==> config.mk <==
export PLATFORM = sky130hd
export DESIGN_NAME = two_digit_bcd_counter
export DESIGN_NICKNAME = d
export VERILOG_FILES = /design/src/rtl/two_digit_bcd_counter.sv
export SDC_FILE = /design/constraint.sdc
export NUM_CORES = 1
export LEC_CHECK = 0
export CORE_UTILIZATION = 52
export CTS_CLUSTER_DIAMETER = 80
export DETAILED_ROUTE_END_ITERATION = 10
export MAX_ROUTING_LAYER = met4
export PLACE_DENSITY = 0.8
export SYNTH_ARGS = -nofsm -noshare
export SYNTH_HDL_FRONTEND = slang
export SYNTH_SLANG_ARGS = --single-unit
==> constraint.sdc <==
create_clock -name i_Clk -period 2.1 [get_ports i_Clk]
set_clock_uncertainty 0.15 [all_clocks]
set_input_delay 0.525 -clock i_Clk [delete_from_list [all_inputs] [get_ports i_Clk]]
set_output_delay 0.525 -clock i_Clk [all_outputs]
set_load 0.005 [all_outputs]
==> src/rtl/two_digit_bcd_counter.sv <==
// Two-digit BCD up/down counter with a built-in prescaler. It drives the tens/ones
// nibble decoders directly and supports pause, direction, clear and a checked parallel load.
module two_digit_bcd_counter #(
    parameter int CLKS_PER_STEP = 25000000,
    parameter int MAX_COUNT     = 99
) (
    input  logic       i_Clk,
    input  logic       i_Rst_L,
    input  logic       i_Enable,
    input  logic       i_Up,
    input  logic       i_Clear,
    input  logic       i_Load,
    input  logic [3:0] i_Load_Tens,
    input  logic [3:0] i_Load_Ones,
    output logic [3:0] o_Tens,
    output logic [3:0] o_Ones,
    output logic       o_Step,
    output logic       o_Wrap,
    output logic       o_Load_Err
);

    localparam int              PW       = (CLKS_PER_STEP > 1) ? $clog2(CLKS_PER_STEP) : 1;
    localparam logic [PW-1:0]   TERM     = PW'(CLKS_PER_STEP - 1);
    localparam logic [3:0]      MAX_TENS = 4'(MAX_COUNT / 10);
    localparam logic [3:0]      MAX_ONES = 4'(MAX_COUNT % 10);
    localparam logic [7:0]      MAX_VAL  = 8'(MAX_COUNT);

    logic [PW-1:0] presc_q, presc_d;
    logic [3:0]    tens_q, tens_d;
    logic [3:0]    ones_q, ones_d;
    logic          step_q, step_d;
    logic          wrap_q, wrap_d;
    logic          lerr_q, lerr_d;

    logic [7:0]    load_val;
    logic          load_ok;
    logic          at_max;
    logic          at_zero;

    // Tens can be up to 15 on a bad load, so the weighted value needs 8 bits.
    assign load_val = ({4'd0, i_Load_Tens} << 3) + ({4'd0, i_Load_Tens} << 1)
                    + {4'd0, i_Load_Ones};
    assign load_ok  = (i_Load_Tens <= 4'd9) && (i_Load_Ones <= 4'd9) && (load_val <= MAX_VAL);
    assign at_max   = (tens_q == MAX_TENS) && (ones_q == MAX_ONES);
    assign at_zero  = (tens_q == 4'd0) && (ones_q == 4'd0);

    always_comb begin
        presc_d = presc_q;
        tens_d  = tens_q;
        ones_d  = ones_q;
        step_d  = 1'b0;
        wrap_d  = 1'b0;
        lerr_d  = 1'b0;
        if (i_Clear) begin
            presc_d = '0;
            tens_d  = 4'd0;
            ones_d  = 4'd0;
        end else if (i_Load) begin
            presc_d = '0;
            if (load_ok) begin
                tens_d = i_Load_Tens;
                ones_d = i_Load_Ones;
            end else begin
                lerr_d = 1'b1;
            end
        end else if (i_Enable) begin
            if (presc_q == TERM) begin
                presc_d = '0;
                step_d  = 1'b1;
                if (i_Up) begin
                    if (at_max) begin
                        tens_d = 4'd0;
                        ones_d = 4'd0;
                        wrap_d = 1'b1;
                    end else if (ones_q == 4'd9) begin
                        ones_d = 4'd0;
                        tens_d = tens_q + 4'd1;
                    end else begin
                        ones_d = ones_q + 4'd1;
                    end
                end else begin
                    if (at_zero) begin
                        tens_d = MAX_TENS;
                        ones_d = MAX_ONES;
                        wrap_d = 1'b1;
                    end else if (ones_q == 4'd0) begin
                        ones_d = 4'd9;
                        tens_d = tens_q - 4'd1;
                    end else begin
                        ones_d = ones_q - 4'd1;
                    end
                end
            end else begin
                presc_d = presc_q + PW'(1);
            end
        end
    end

    always_ff @(posedge i_Clk or negedge i_Rst_L) begin
        if (!i_Rst_L) begin
            presc_q <= '0;
            tens_q  <= 4'd0;
            ones_q  <= 4'd0;
            step_q  <= 1'b0;
            wrap_q  <= 1'b0;
            lerr_q  <= 1'b0;
        end else begin
            presc_q <= presc_d;
            tens_q  <= tens_d;
            ones_q  <= ones_d;
            step_q  <= step_d;
            wrap_q  <= wrap_d;
            lerr_q  <= lerr_d;
        end
    end

    assign o_Tens     = tens_q;
    assign o_Ones     = ones_q;
    assign o_Step     = step_q;
    assign o_Wrap     = wrap_q;
    assign o_Load_Err = lerr_q;

endmodule

## After elaboration in Yosys (flattened, before gate mapping)

Cells that the tools add are included.

| word-level totals | value |
|---|---|
| flip-flop bits (word level) | 36 |
| latch bits | 0 |
| memory bits (writable) | 0 |
| bits in read-only memories | 0 |
| input bits | 14 |
| output and inout bits | 11 |
| word-level logic and storage cells | 70 |
| memories kept | 0 |

| operators by class | value |
|---|---|
| add/sub/neg operators | 7 |
| multiply operators | 0 |
| div/mod/pow operators | 0 |
| order comparisons | 3 |
| equality and inequality tests | 5 |
| shift operators | 0 |
| muxes and demuxes | 38 |
| bitwise gates (word level) | 0 |
| reductions and logical operators | 11 |

Operators by type and width:

| cell | count |
|---|---|
| 2-to-1 mux 25 bit | 4 |
| 2-to-1 mux 4 bit | 20 |
| adder 25 x 1 -> 25 bit, second input constant | 1 |
| equality test 25 bit, second input constant | 1 |
| 2-to-1 mux 1 bit | 14 |
| adder 4 x 1 -> 4 bit, second input constant | 2 |
| adder 7 x 5 -> 8 bit | 1 |
| adder 8 x 4 -> 8 bit | 1 |
| equality test 4 bit, second input constant | 2 |
| less-or-equal comparator 4 bit, second input constant | 2 |
| less-or-equal comparator 8 x 7 -> 1 bit, second input constant | 1 |
| logical NOT 4 bit | 2 |
| subtractor 4 x 1 -> 4 bit, second input constant | 2 |
| nonzero test 3 bit | 2 |
| != test 5 x 1 -> 1 bit, second input constant | 1 |
| AND reduction 5 bit | 1 |
| nonzero test 5 bit | 1 |
| logical AND 1 bit | 4 |
| != test 3 x 2 -> 1 bit, second input constant | 1 |
| AND reduction 3 bit | 1 |

## Logic depth before layout (Yosys ltp)

Gate-level depths: netlist of the first run.

| logic depth | value |
|---|---|
| depth after elaboration | 8 |
| depth in mapped cells | 9 |
| gate-level depth less buffers | 9 |

## Worst setup path before layout of the first run

OpenSTA, ideal clock, no wires.

| timing path | value |
|---|---|
| path type | input to register |
| start | input i_Load_Tens[0] |
| end | register ones_q[0] (netlist: o_Ones[0]) |
| library setup time | 0.125 ns |
| data arrival time | 2.984 ns |
| data required time | 1.825 ns |
| path slack | -1.159 ns |
| cell stages on the path | 8 |
| path buffers | 0 |
| cells stage by stage | fa_1 > inv_1 > fa_1 > or4b_1 > o32ai_2 > nand2_2 > a41oi_4 > mux2_2 |

| on the way | value |
|---|---|
| longest elaborated chain between the ends | 6 |
| elaborated cells between the ends (all ways) | 8 |
| those cells by class | add/sub: 2; order compare: 2; eq/ne: 1; reduce/logical: 3 |

Ends and longest elaborated chain:

| what | line | RTL |
|---|---|---|
| start: declaration | 13 | `input logic [3:0] i_Load_Tens,` |
| adder 7 x 5 -> 8 bit | 41 | `assign load_val = ({4'd0, i_Load_Tens} << 3) + ({4'd0, i_Load_Tens} << 1)` |
| adder 8 x 4 -> 8 bit | 42 | `+ {4'd0, i_Load_Ones};` |
| less-or-equal comparator 8 x 7 -> 1 bit | 43 | `assign load_ok = (i_Load_Tens <= 4'd9) && (i_Load_Ones <= 4'd9) && (load_val <= MAX_VAL);` |
| logical AND 1 bit (*) | 43 |  |
| != test 3 x 2 -> 1 bit (no line) (*) | n/a |  |
| AND reduction 3 bit (no line) (*) | n/a |  |
| end signal: assignment | 110 | `ones_q <= ones_d;` |
| end: declaration | 30 | `logic [3:0] ones_q, ones_d;` |

Mark *: on every way between the ends. The rest lies on a longest branch, timed or not.
A chain may end at the register's enable or synchronous reset.

## Final worst setup path of the first run

| timing path | value |
|---|---|
| start | input i_Load_Ones[3] |
| end | register ones_q[3] (netlist: o_Ones[3]) |

| on the way | value |
|---|---|
| longest elaborated chain between the ends | 5 |
| elaborated cells between the ends (all ways) | 10 |
| those cells by class | add/sub: 1; order compare: 2; eq/ne: 1; mux: 3; reduce/logical: 3 |

Ends and longest elaborated chain:

| what | line | RTL |
|---|---|---|
| start: declaration | 14 | `input logic [3:0] i_Load_Ones,` |
| adder 8 x 4 -> 8 bit / less-or-equal comparator 4 bit (equally long branches) | 42, 43 |  |
| less-or-equal comparator 8 x 7 -> 1 bit / logical AND 1 bit (equally long branches) | 43 |  |
| logical AND 1 bit | 43 |  |
| != test 3 x 2 -> 1 bit (no line) | n/a |  |
| AND reduction 3 bit (no line) | n/a |  |

Parallel ways exist; a longest one is shown, timed or not. The select of a mux whose other input is x is not followed.

==> metrics.md, run 1 <==
| Metric | Value |
|---|---|
| Core area | `~5100 sq um` |
| Largest net degree at the start of global routing | `37` |
| Unique masters post-synth | `66` |
| P_leak | `roughly 0.0018 uW` |
| Syn Inst Count | `297` |
| Overall Power | `around 2000 uW` |
| Final #Nets | `around 440` |
| Outcome | `finished, violations left` |
| Synth Area in Adders | `7.81%` |
| Global Route met3 Usage | `under 10%` |
| Gpl congestion | `approximately 0.91` |
| Final Max Slew Viols | `0` |
| CP Max Fanout | `4` |
| GRT Total Usage | `a little under a third` |
| Top_reg_cell synth | `dfrtp_1` |
| TritonCTS Buffers | `5` |
| Post-synth top area share | `between 30% and 40%` |
| Ys async rst share | `100%` |
| Yosys warnings | `0` |
| Setup crit end | `o_Ones[3]$_DFFE_PN0P_` |
| Clk Latency, worst-skew pair | `0.29 ns` |
| Vias per cell | `between 5 and 6` |
| Post-synth top area cell | `dfrtp_1` |
| Final period util | `147%` |
| Slew @ Worst Pin | `0.452 ns` |
| Pwr Density | `approximately 510 nW/um^2` |
| TritonCTS clock tree | `built` |
| CP endpoint kind | `register` |
| Root Buffer | `clkbuf_8` |
| Register area | `between 900 and 1000 sq um` |
| Max Cap Viol | `0` |
| # IOs | `25` |
| Setup ws final | `-0.989 ns` |
| Die area | `5590 sq um` |
| Worst vdd ir | `approximately 0.3 mV` |
| Crit. Startpoint | `i_Load_Ones[3]` |
| Post-Layout Cell Count | `476` |
| Multi-input logic area | `about 1900 sq um` |
| Die X | `74.8 um` |
| Via count | `about 2700` |
| R2R Path Start | `o_Ones[1]$_DFFE_PN0P_` |
| CP Data Required Time | `roughly 2.1 ns` |
| Main combinational cell family by area after synthesis | `simple AND/OR/NAND/NOR gates` |
| Worst Hold Slack | `roughly 0.11 ns` |
| Mean post-synth cell area | `slightly above 9 sq um` |
| Failing checks | `negative setup slack` |
| CP Cell Sequence | `buf_6, fa_1, inv_1, fa_1, nand2b_1, nor4b_4, o211ai_1, a41oi_4, mux2_4` |
| # clock sinks | `36` |
| R2R Path End | `o_Tens[2]$_DFFE_PN0P_` |
| Initial detailed-routing violation count | `137` |
| Port Buffer Count | `24` |
| Total gr overflow | `0` |
| # H-tree levels | `2` |
| Hold Crit Class | `in2async` |
| Seq/Total Area, Yosys | `about a third` |
| Diode count | `0` |
| Drt drc | `0` |
| Area contributors post-synth | `dfrtp_1, ha_1, nor2_1, xor2_1, nand2_1` |
| Minimum clock period | `about 3.1 ns` |
| DRT Pass-1 Iters | `4` |
| Syn nets | `approximately 330` |
| CP max stage delay | `~0.55 ns` |
| Crit path DAT | `roughly 3.1 ns` |
| RSZ-0062 raised after global routing | `yes` |
| Global-route wire length before repair | `12600 um` |
| Vias in the first global route | `2623` |
| F_max | `about 0.32 GHz` |
| Area growth syn-to-layout | `43.6%` |
| Share of cells above drive strength 1 | `36.0%` |
| Worst setup SP type | `primary input` |
| Compound-Gate Fraction of Synth Area | `between 15 and 20%` |
| Post-synth EDFFs | `0` |
| Synth Area in XOR/XNOR | `5.09%` |
| Clk buf depth | `2` |
| CP max-delay cell | `fa_1` |
| Cell Area, Synth | `around 2800 sq um` |
| Clock transition at path regs | `0.08 ns` |
| # setup viols final | `9` |
| Most used routing layer | `met2` |
| GR Util met1 | `a little over a third` |
| Synthesis-stage register bit count | `36` |
| Die height | `roughly 75 um` |
| Initial antenna violation count | `0` |
| Most frequent cells in the layout | `buf_4, dfrtp_1, nor2_1` |
| ANT nets after route | `0` |
| Global-route track usage on met2 | `between 50% and 60%` |
| Mux share of post-synthesis cell area | `approximately 4.4%` |
| Row count | `26` |
| Post-DP HPWL | `roughly 5500 um` |
| Reg2Reg Setup Slack | `-0.28 ns` |
| Commonest non-fill, non-tap cell in the layout | `buf_4` |
| Initial Utilization | `a little over half` |
| Hold Fails Final Rpt | `0` |
| CP most frequent cell | `fa_1` |
| Inst Count DP | `463` |
| Post-synthesis simple-gate area fraction | `between 30 and 40%` |
| Filler instances | `~310` |
| R2R depth | `7` |
| Slew HR | `a little over two thirds` |
| DR WL/cell | `around 17 um` |
| Routed WL | `approximately 8000 um` |
| Crit path kind | `in2reg` |
==> per-layer routing <==
metal	share of wire, %	vias to the layer above
li1	-	1316
met5	0	-
met2	51	88
met3	3.7	23
met1	41	1291
met4	3.7	0
==> kinds of logic (layout without fill, tap and decap cells) <==
kind of cell,after synthesis,in the layout
AND/OR/NAND/NOR,136,136
AO/OA/AOI/OAI,58,58
flip-flops,36,36
buffers and inverters,24,133
adder cells (fa/ha/maj),16,16
XOR/XNOR,16,16
multiplexers,11,11
==> through the flow <==
stage / setup TNS [ns] / setup WS, ns / util, % / instance area, sq um
finish: -8.21 / -0.989 / 77.4 / 3960
floorplan: -8.12 / -0.993 / - / 2770
global route: -8.63 / -1.02 / 77.4 / 3960
CTS: -7.63 / -0.932 / 76.2 / 3890
global placement: -17.97 / -1.55 / 72.1 / 3680
detailed placement: -19.98 / -1.68 / 72.1 / 3680
==> worst min path at each step <==
stage / startpoint / endpoint / slack [ns]
2_1_floorplan: i_Rst_L / o_Load_Err$_DFF_PN0_ / 0.08
3_3_place_gp: presc_q[21]$_DFFE_PN0P_ / presc_q[21]$_DFFE_PN0P_ / 0.36
3_5_place_dp: presc_q[22]$_DFFE_PN0P_ / presc_q[22]$_DFFE_PN0P_ / 0.38
4_1_cts: i_Rst_L / o_Step$_DFF_PN0_ / 0.12
5_1_grt: i_Rst_L / o_Wrap$_DFF_PN0_ / 0.17
6_report: i_Rst_L / presc_q[18]$_DFFE_PN0P_ / 0.11
==> state kept, by name (all words and copies together) (netlist names) <==
register and cells:
o_Step 1, o_Wrap 1, presc_q 25, o_Ones 4, o_Tens 4, o_Load_Err 1
==> power breakdown <==
group          switching (uW)  total [uW]  internal [uW]
registers                40.1         763            723
logic                     340         728            387
clock network             259         526            267
==> synth_stat cells, drive strengths merged (4+ instances only) <==
cell    number
nor2        34
inv         13
xor2        10
buf          6
nor2b        4
o21ai        8
and4         4
ha          14
clkbuf       5
nand3       14
nor4         9
mux2         8
nand2       25
xnor2        6
a31oi        9
dfrtp       36
nor3        10
a211oi       4
and2         4
nand4       10
a21oi        8
==> timing repair <==
item,CTS,global route
hold buffers,0,0
buffers inserted,2,3
cloned,0,0
pin swaps,8,10
gates resized for setup,37,13
endpoints found under the setup margin,20,15
==> critical path, delay by kind of cell <==
family | cells | cell delay, ns
and+or+nand+nor | 2 | 0.46
muxes | 1 | 0.34
buffers and inverters | 2 | 0.15
adders and majority gates | 2 | 1.05
AOI/OAI and AO/OA | 2 | 0.60
==> final cells by class <==
| cell class | count | share of cell area, % |
|---|---|---|
| well taps | 70 | 2.21 |
| clock inverters | 1 | 0.190 |
| clock buffers | 7 | 2.18 |
| multi-input cells | 237 | 48.5 |
| flip-flops and latches | 36 | 22.8 |
| repair buffers | 112 | 22.8 |
| inverters | 13 | 1.23 |
Note: power is estimated with default switching activity, not from simulation.
==> inputs of run 2 (changes only) <==
--- a/config.mk
+++ b/config.mk
@@ -5,7 +5,8 @@
 export SDC_FILE = /design/constraint.sdc
 export NUM_CORES = 1
 export LEC_CHECK = 0
-export CORE_UTILIZATION = 52
+export CORE_MARGIN = 2
+export CORE_UTILIZATION = 54
 export CTS_CLUSTER_DIAMETER = 80
 export DETAILED_ROUTE_END_ITERATION = 10
 export MAX_ROUTING_LAYER = met4
==> constraint.sdc (replaced) <==
create_clock -name i_Clk -period 3.2 [get_ports i_Clk]
set_clock_uncertainty 0.15 [all_clocks]
set_input_delay 0.8 -clock i_Clk [delete_from_list [all_inputs] [get_ports i_Clk]]
set_output_delay 0.8 -clock i_Clk [all_outputs]
set_load 0.005 [all_outputs]
==> metrics.md, run 2 (synthesized netlist as in run 1, its figures left out) <==
| Metric | Value |
|---|---|
| Total gr overflow | `0 (unchanged)` |
| CP Data Required Time | `3.23 ns (+1.10 ns)` |
| # clock sinks | `36 (unchanged)` |
| # setup viols final | `8 (-1)` |
| Slew @ Worst Pin | `0.793 ns (+0.341 ns)` |
| Gpl congestion | `0.891 (-2.3%)` |
| Register area | `901 sq um (-0.14%)` |
| Post-DP HPWL | `4800 um (-13%)` |
| Drt drc | `0 (unchanged)` |
| Minimum clock period | `3.33 ns` |
| Final #Nets | `369 (-15%)` |
| Initial antenna violation count | `0 (unchanged)` |
| # H-tree levels | `2 (unchanged)` |
| Failing checks | `negative setup slack` |
| Cell Int Power | `843 uW (-39%)` |
| Initial Utilization | `57.2% (+3.3 points)` |
| Share of cells above drive strength 1 | `21.5% (-14 points)` |
| P_leak | `0.00140 uW (-21%)` |
| Sw Ratio | `30.8% (-0.96 points)` |
| Final Max Slew Viols | `0 (unchanged)` |
| DRT Pass-1 Iters | `4 (unchanged)` |
| Finished layout cell area | `3360 sq um (-15%)` |
| CP Cell Sequence | `buf_8, fa_2, inv_2, fa_1, or4b_4, o32ai_4, nand2_2, a41oi_4, mux2_4` |
| Setup TNS | `-0.843 ns (+7.37 ns)` |
| NetSw | `374 uW (-41%)` |
| Vias in the first global route | `2230 (-15%)` |
| Final core occ | `69.7% (-7.7 points)` |
| Die height | `75.4 um (+0.86%)` |
| Outcome | `finished, violations left` |
| CP max stage delay | `0.60 ns (+0.05 ns)` |
| Filler instances | `396 (+27%)` |
| M1 WL | `3040 um (-8.7%)` |
| DR WL/cell | `16.1 um (-4.9%)` |
| WL met2 | `3050 um (-26%)` |
| Diode count | `0 (unchanged)` |
| Crit path DAT | `3.37 ns (+0.25 ns)` |
| Largest Register | `presc_q` |
| Max FFs per register | `25 (unchanged)` |
| Hold Fails Final Rpt | `0 (unchanged)` |
| Cell Area, Placed | `3170 sq um (-14%)` |
| WL met3 | `404 um (+35%)` |
| ANT nets after route | `0 (unchanged)` |
| Logic pwr share | `30.2% (-5.9 points)` |
| Row count | `25 (-3.8%)` |
| RSZ-0062 raised after global routing | `yes` |
| TritonCTS clock tree | `built` |
| Die area | `5690 sq um (+1.7%)` |
| Routed WL | `6540 um (-19%)` |
| Clk Latency, worst-skew pair | `0.29 ns (about the same)` |
| Clk buf depth | `2 (unchanged)` |
| Largest net degree at the start of global routing | `37 (unchanged)` |
| Clock network power share | `27.4% (+1.3 points)` |
| Global-route wire length before repair | `10900 um (-13%)` |
| F_max | `around 0.3 GHz` |
| Crit path kind | `in2reg` |
| Multi-input logic area | `1830 sq um (-4.7%)` |
| # IOs | `25 (unchanged)` |
| Hold Crit Class | `reg2reg` |
| CP Max Fanout | `4 (unchanged)` |
| Most frequent cells in the layout | `dfrtp_1, nor2_1, nand2_1` |
| Max Cap Viol | `0 (unchanged)` |
| Worst Hold Slack | `0.381 ns (+0.274 ns)` |
| Die X | `75.4 um (+0.86%)` |
| Via count | `2431 (-11%)` |
| Sequential Power Share | `42.4% (+4.6 points)` |
| Worst setup SP type | `primary input` |
| Commonest non-fill, non-tap cell in the layout | `dfrtp_1` |
| TritonCTS Buffers | `5 (unchanged)` |
| Initial detailed-routing violation count | `207 (+51%)` |
| Clock transition at path regs | `0.07 ns (about the same)` |
| Vias per cell | `5.97 (+4.6%)` |
| CP endpoint kind | `register` |
| GRT Total Usage | `26.0% (-5.2 points)` |
| Slew HR | `47.1% (-23 points)` |
| Root Buffer | `clkbuf_8` |
| Core area | `4820 sq um (-5.7%)` |
| Area growth syn-to-layout | `21.8%` |
| Pwr Density | `363 nW/um^2 (-29%)` |
| Port Buffer Count | `24 (unchanged)` |
| Max layer used | `met4` |
| CP max-delay cell | `fa_2` |
| Final period util | `104%` |
| Setup ws final | `-0.135 ns (+0.855 ns)` |
| Worst vdd ir | `0.324 mV (+6.2%)` |
-- run 2: cell types whose count changed in the layout (fill, tap and decap cells not counted), moves of 2 or more --
cell / previous run / this run
dlymetal6s2s_1: 2 / 0
buf_8: 0 / 2
buf_2: 4 / 1
ha_4: 3 / 0
ha_1: 10 / 12
buf_4: 86 / 21
clkdlybuf4s50_1: 15 / 17
clkbuf_2: 0 / 2
-- run 2: final timing paths --
kind                                          from                       to  slack [ns]  depth (start not counted)
min                        presc_q[21]$_DFFE_PN0P_  presc_q[21]$_DFFE_PN0P_        0.38                          1
max reg2reg                  o_Ones[0]$_DFFE_PN0P_    o_Tens[2]$_DFFE_PN0P_        0.63                          7
min reg2reg                presc_q[21]$_DFFE_PN0P_  presc_q[21]$_DFFE_PN0P_        0.38                          1
min in group asynchronous                  i_Rst_L    o_Ones[1]$_DFFE_PN0P_        0.44                          1
max in group asynchronous                  i_Rst_L    o_Tens[2]$_DFFE_PN0P_        1.96                          1
max                                 i_Load_Ones[3]    o_Ones[1]$_DFFE_PN0P_       -0.13                          9
-- run 2: timing repair --
action / 4_1_cts / 5_1_grt
endpoints found under the setup margin: 9 / 8
hold buffers: 0 / 0
pin swaps: 7 / 7
buffers inserted: 3 / 2
gates resized for setup: 27 / 13
hold endpoints to repair: 0 / 0
-- run 2: layout make-up --
cell class                 count  share of cell area [%]
multi-input combinational    237                    54.5
sequential                    36                    26.8
timing repair buffer          46                    12.0
clock buffer                   8                    2.68
tap                           67                    2.50
inverter                      13                    1.45
-- run 2: layer usage --
metal  up-vias  track usage (%)
li1       1191                -
met1      1164             38.3
met2        70             37.1
met3         6             4.50
met4         0             6.82
met5         -                -
-- run 2: worst max-delay path: cells and delay by family --
kind | cells | cell delay [ns]
adders and majority gates | 2 | 1.09
and+or+nand+nor | 2 | 0.58
AOI/OAI and AO/OA | 2 | 0.41
muxes | 1 | 0.33
buffers and inverters | 2 | 0.15
-- run 2: power by group through the flow --
stage	Combinational (uW)	Sequential (uW)	Clock, uW
after detailed placement	336	524	0
after global routing	400	521	361
after floorplan	212	508	0
after CTS	355	516	337
final	367	517	334
after global placement	323	524	0
-- run 2: per-stage QoR --
stage                     setup WS [ns]  std cells  total power (uW)
after floorplan                  -0.168        297               721
final                            -0.135        407              1220
after CTS                        -0.251        405              1210
after global placement           -0.752        394               847
after global routing             -0.217        407              1280
after detailed placement         -0.837        394               860
==> inputs of run 3 (changes only) <==
--- a/config.mk
+++ b/config.mk
@@ -9,8 +9,9 @@
 export CORE_UTILIZATION = 54
 export CTS_CLUSTER_DIAMETER = 80
 export DETAILED_ROUTE_END_ITERATION = 10
+export DONT_BUFFER_PORTS = 1
 export MAX_ROUTING_LAYER = met4
-export PLACE_DENSITY = 0.8
+export PLACE_DENSITY = 0.73
 export SYNTH_ARGS = -nofsm -noshare
 export SYNTH_HDL_FRONTEND = slang
 export SYNTH_SLANG_ARGS = --single-unit
==> metrics.md, run 3 (synthesized netlist as in run 1, its figures left out) <==
| Metric | Value |
|---|---|
| Outcome | `finished clean` |
| Total gr overflow | `0 (unchanged)` |
| Largest Register | `presc_q` |
| Area growth syn-to-layout | `7.04%` |
| RSZ-0062 raised after global routing | `yes` |
| P_leak | `0.00121 uW (-14%)` |
| # IOs | `25 (unchanged)` |
| # setup viols final | `0 (-8)` |
| Post-Layout Cell Count | `363 (-11%)` |
| Global-route wire length before repair | `10300 um (-6.1%)` |
| Die height | `75.4 um (unchanged)` |
| Worst setup SP type | `primary input` |
| Worst vdd ir | `0.233 mV (-28%)` |
| R2R Path End | `o_Tens[2]$_DFFE_PN0P_` |
| Hold Fails Final Rpt | `0 (unchanged)` |
| Inst Count DP | `356 (-9.6%)` |
| Core area | `4820 sq um (unchanged)` |
| Die area | `5690 sq um (unchanged)` |
| Row count | `25 (unchanged)` |
| Diode count | `0 (unchanged)` |
| GRT Total Usage | `24.5% (-1.5 points)` |
| R2R depth | `7 (unchanged)` |
| Final period util | `99.6% (-4.6 points)` |
| Max FFs per register | `25 (unchanged)` |
| ANT nets after route | `0 (unchanged)` |
| Clk buf depth | `2 (unchanged)` |
| Final #Nets | `326 (-12%)` |
| DR WL/cell | `16.6 um (+3.4%)` |
| Pwr Density | `380 nW/um^2 (+4.7%)` |
| Most frequent cells in the layout | `dfrtp_1, nor2_1, nand2_1` |
| Share of cells above drive strength 1 | `14.5% (-6.9 points)` |
| Initial detailed-routing violation count | `151 (-27%)` |
| F_max | `0.314 GHz (+4.6%)` |
| Die X | `75.4 um (unchanged)` |
| Reg2Reg Setup Slack | `0.69 ns (+0.06 ns)` |
| DRT Pass-1 Iters | `4 (unchanged)` |
| Hold Crit Class | `in2async` |
| Max Cap Viol | `0 (unchanged)` |
| Vias per cell | `6.28 (+5.2%)` |
| Gpl congestion | `0.829 (-7.0%)` |
| Commonest non-fill, non-tap cell in the layout | `dfrtp_1` |
| Crit path kind | `in2reg` |
| Vias in the first global route | `2134 (-4.3%)` |
| TritonCTS Buffers | `5 (unchanged)` |
| Minimum clock period | `3.19 ns (-0.147 ns)` |
| R2R Path Start | `o_Ones[0]$_DFFE_PN0P_` |
| Initial Utilization | `57.2% (unchanged)` |
| Port Buffer Count | `0 (-100%)` |
| Largest net degree at the start of global routing | `37 (unchanged)` |
| Via count | `2280 (-6.2%)` |
| Final Max Slew Viols | `0 (unchanged)` |
| CP endpoint kind | `register` |
| Slew @ Worst Pin | `0.679 ns (-0.113 ns)` |
| CP Data Required Time | `3.23 ns (about the same)` |
| Clock transition at path regs | `0.07 ns (about the same)` |
| Clk Latency, worst-skew pair | `0.29 ns (about the same)` |
| Initial antenna violation count | `0 (unchanged)` |
| Drt drc | `0 (unchanged)` |
| CP Max Fanout | `4 (unchanged)` |
| # clock sinks | `36 (unchanged)` |
| Worst Hold Slack | `0.0491 ns (-0.331 ns)` |
| # H-tree levels | `2 (unchanged)` |
| Root Buffer | `clkbuf_8` |
| Overall Power | `1120 uW (-8.0%)` |
| Post-DP HPWL | `4460 um (-7.1%)` |
| Routed WL | `6030 um (-7.8%)` |
| TritonCTS clock tree | `built` |
| Slew HR | `54.5% (+7.3 points)` |
| Crit path DAT | `3.21 ns (-0.16 ns)` |
==> run 3: worst max path at each step <==
stage | from | end | depth (start not counted)
2_1_floorplan | i_Load_Ones[3] | o_Ones[2]$_DFFE_PN0P_ | 8
3_5_place_dp | i_Load_Ones[3] | o_Ones[2]$_DFFE_PN0P_ | 8
4_1_cts | i_Load_Ones[3] | o_Ones[2]$_DFFE_PN0P_ | 8
6_report | i_Load_Ones[3] | o_Ones[2]$_DFFE_PN0P_ | 8
5_1_grt | i_Load_Ones[3] | o_Ones[3]$_DFFE_PN0P_ | 8
3_3_place_gp | i_Load_Ones[3] | o_Ones[1]$_DFFE_PN0P_ | 8
==> run 3: where the power goes <==
| group | internal, uW | switching (uW) | leakage (uW) |
|---|---|---|---|
| combinational | 130 | 123 | 0.000669 |
| sequential | 474 | 45.5 | 0.000494 |
| clock | 192 | 156 | 0.0000503 |
| total | 795 | 325 | 0.00121 |
==> run 3: area by class of cell <==
class | instances | area (sq um)
multi-input combinational | 237 | 1800
fill | 450 | 1870
tap | 67 | 83.8
timing repair buffer | 3 | 22.5
sequential | 36 | 901
inverter | 13 | 48.8
clock buffer | 7 | 96.3
==> run 3: per-layer routing <==
layer	track usage [%]	routed length, um	up-vias
met1	33.1	2890	1138
li1	-	-	1097
met2	38.5	2840	39
met5	-	0	-
met3	4.63	229	6
met4	5.85	68	0
==> run 3: repair_timing <==
item	CTS	global route
setup buffers	0	0
gates resized for setup	0	3
hold buffers	0	0
setup endpoints to repair	0	4
hold endpoints to repair	0	0
==> run 3: stage by stage <==
step | cell area [sq um] | worst slack, ns | TNS [ns] | utilization (%)
3_5_place_dp | 2830 | -0.302 | -1.84 | 58.8
3_3_place_gp | 2830 | -0.259 | -1.55 | 58.8
6_report | 2950 | 0.0121 | 0 | 61.2
4_1_cts | 2930 | 0.000679 | 0 | 60.8
2_1_floorplan | 2770 | -0.168 | -0.944 | -
5_1_grt | 2950 | -0.0795 | -0.301 | 61.2
==> run 3: worst max-delay path: stages <==
cell and delay, ns:
fa_1 0.54, inv_1 0.05, fa_1 0.50, or4b_4 0.48, o32ai_4 0.13, nand2_2 0.11, a41oi_4 0.27, mux2_4 0.33
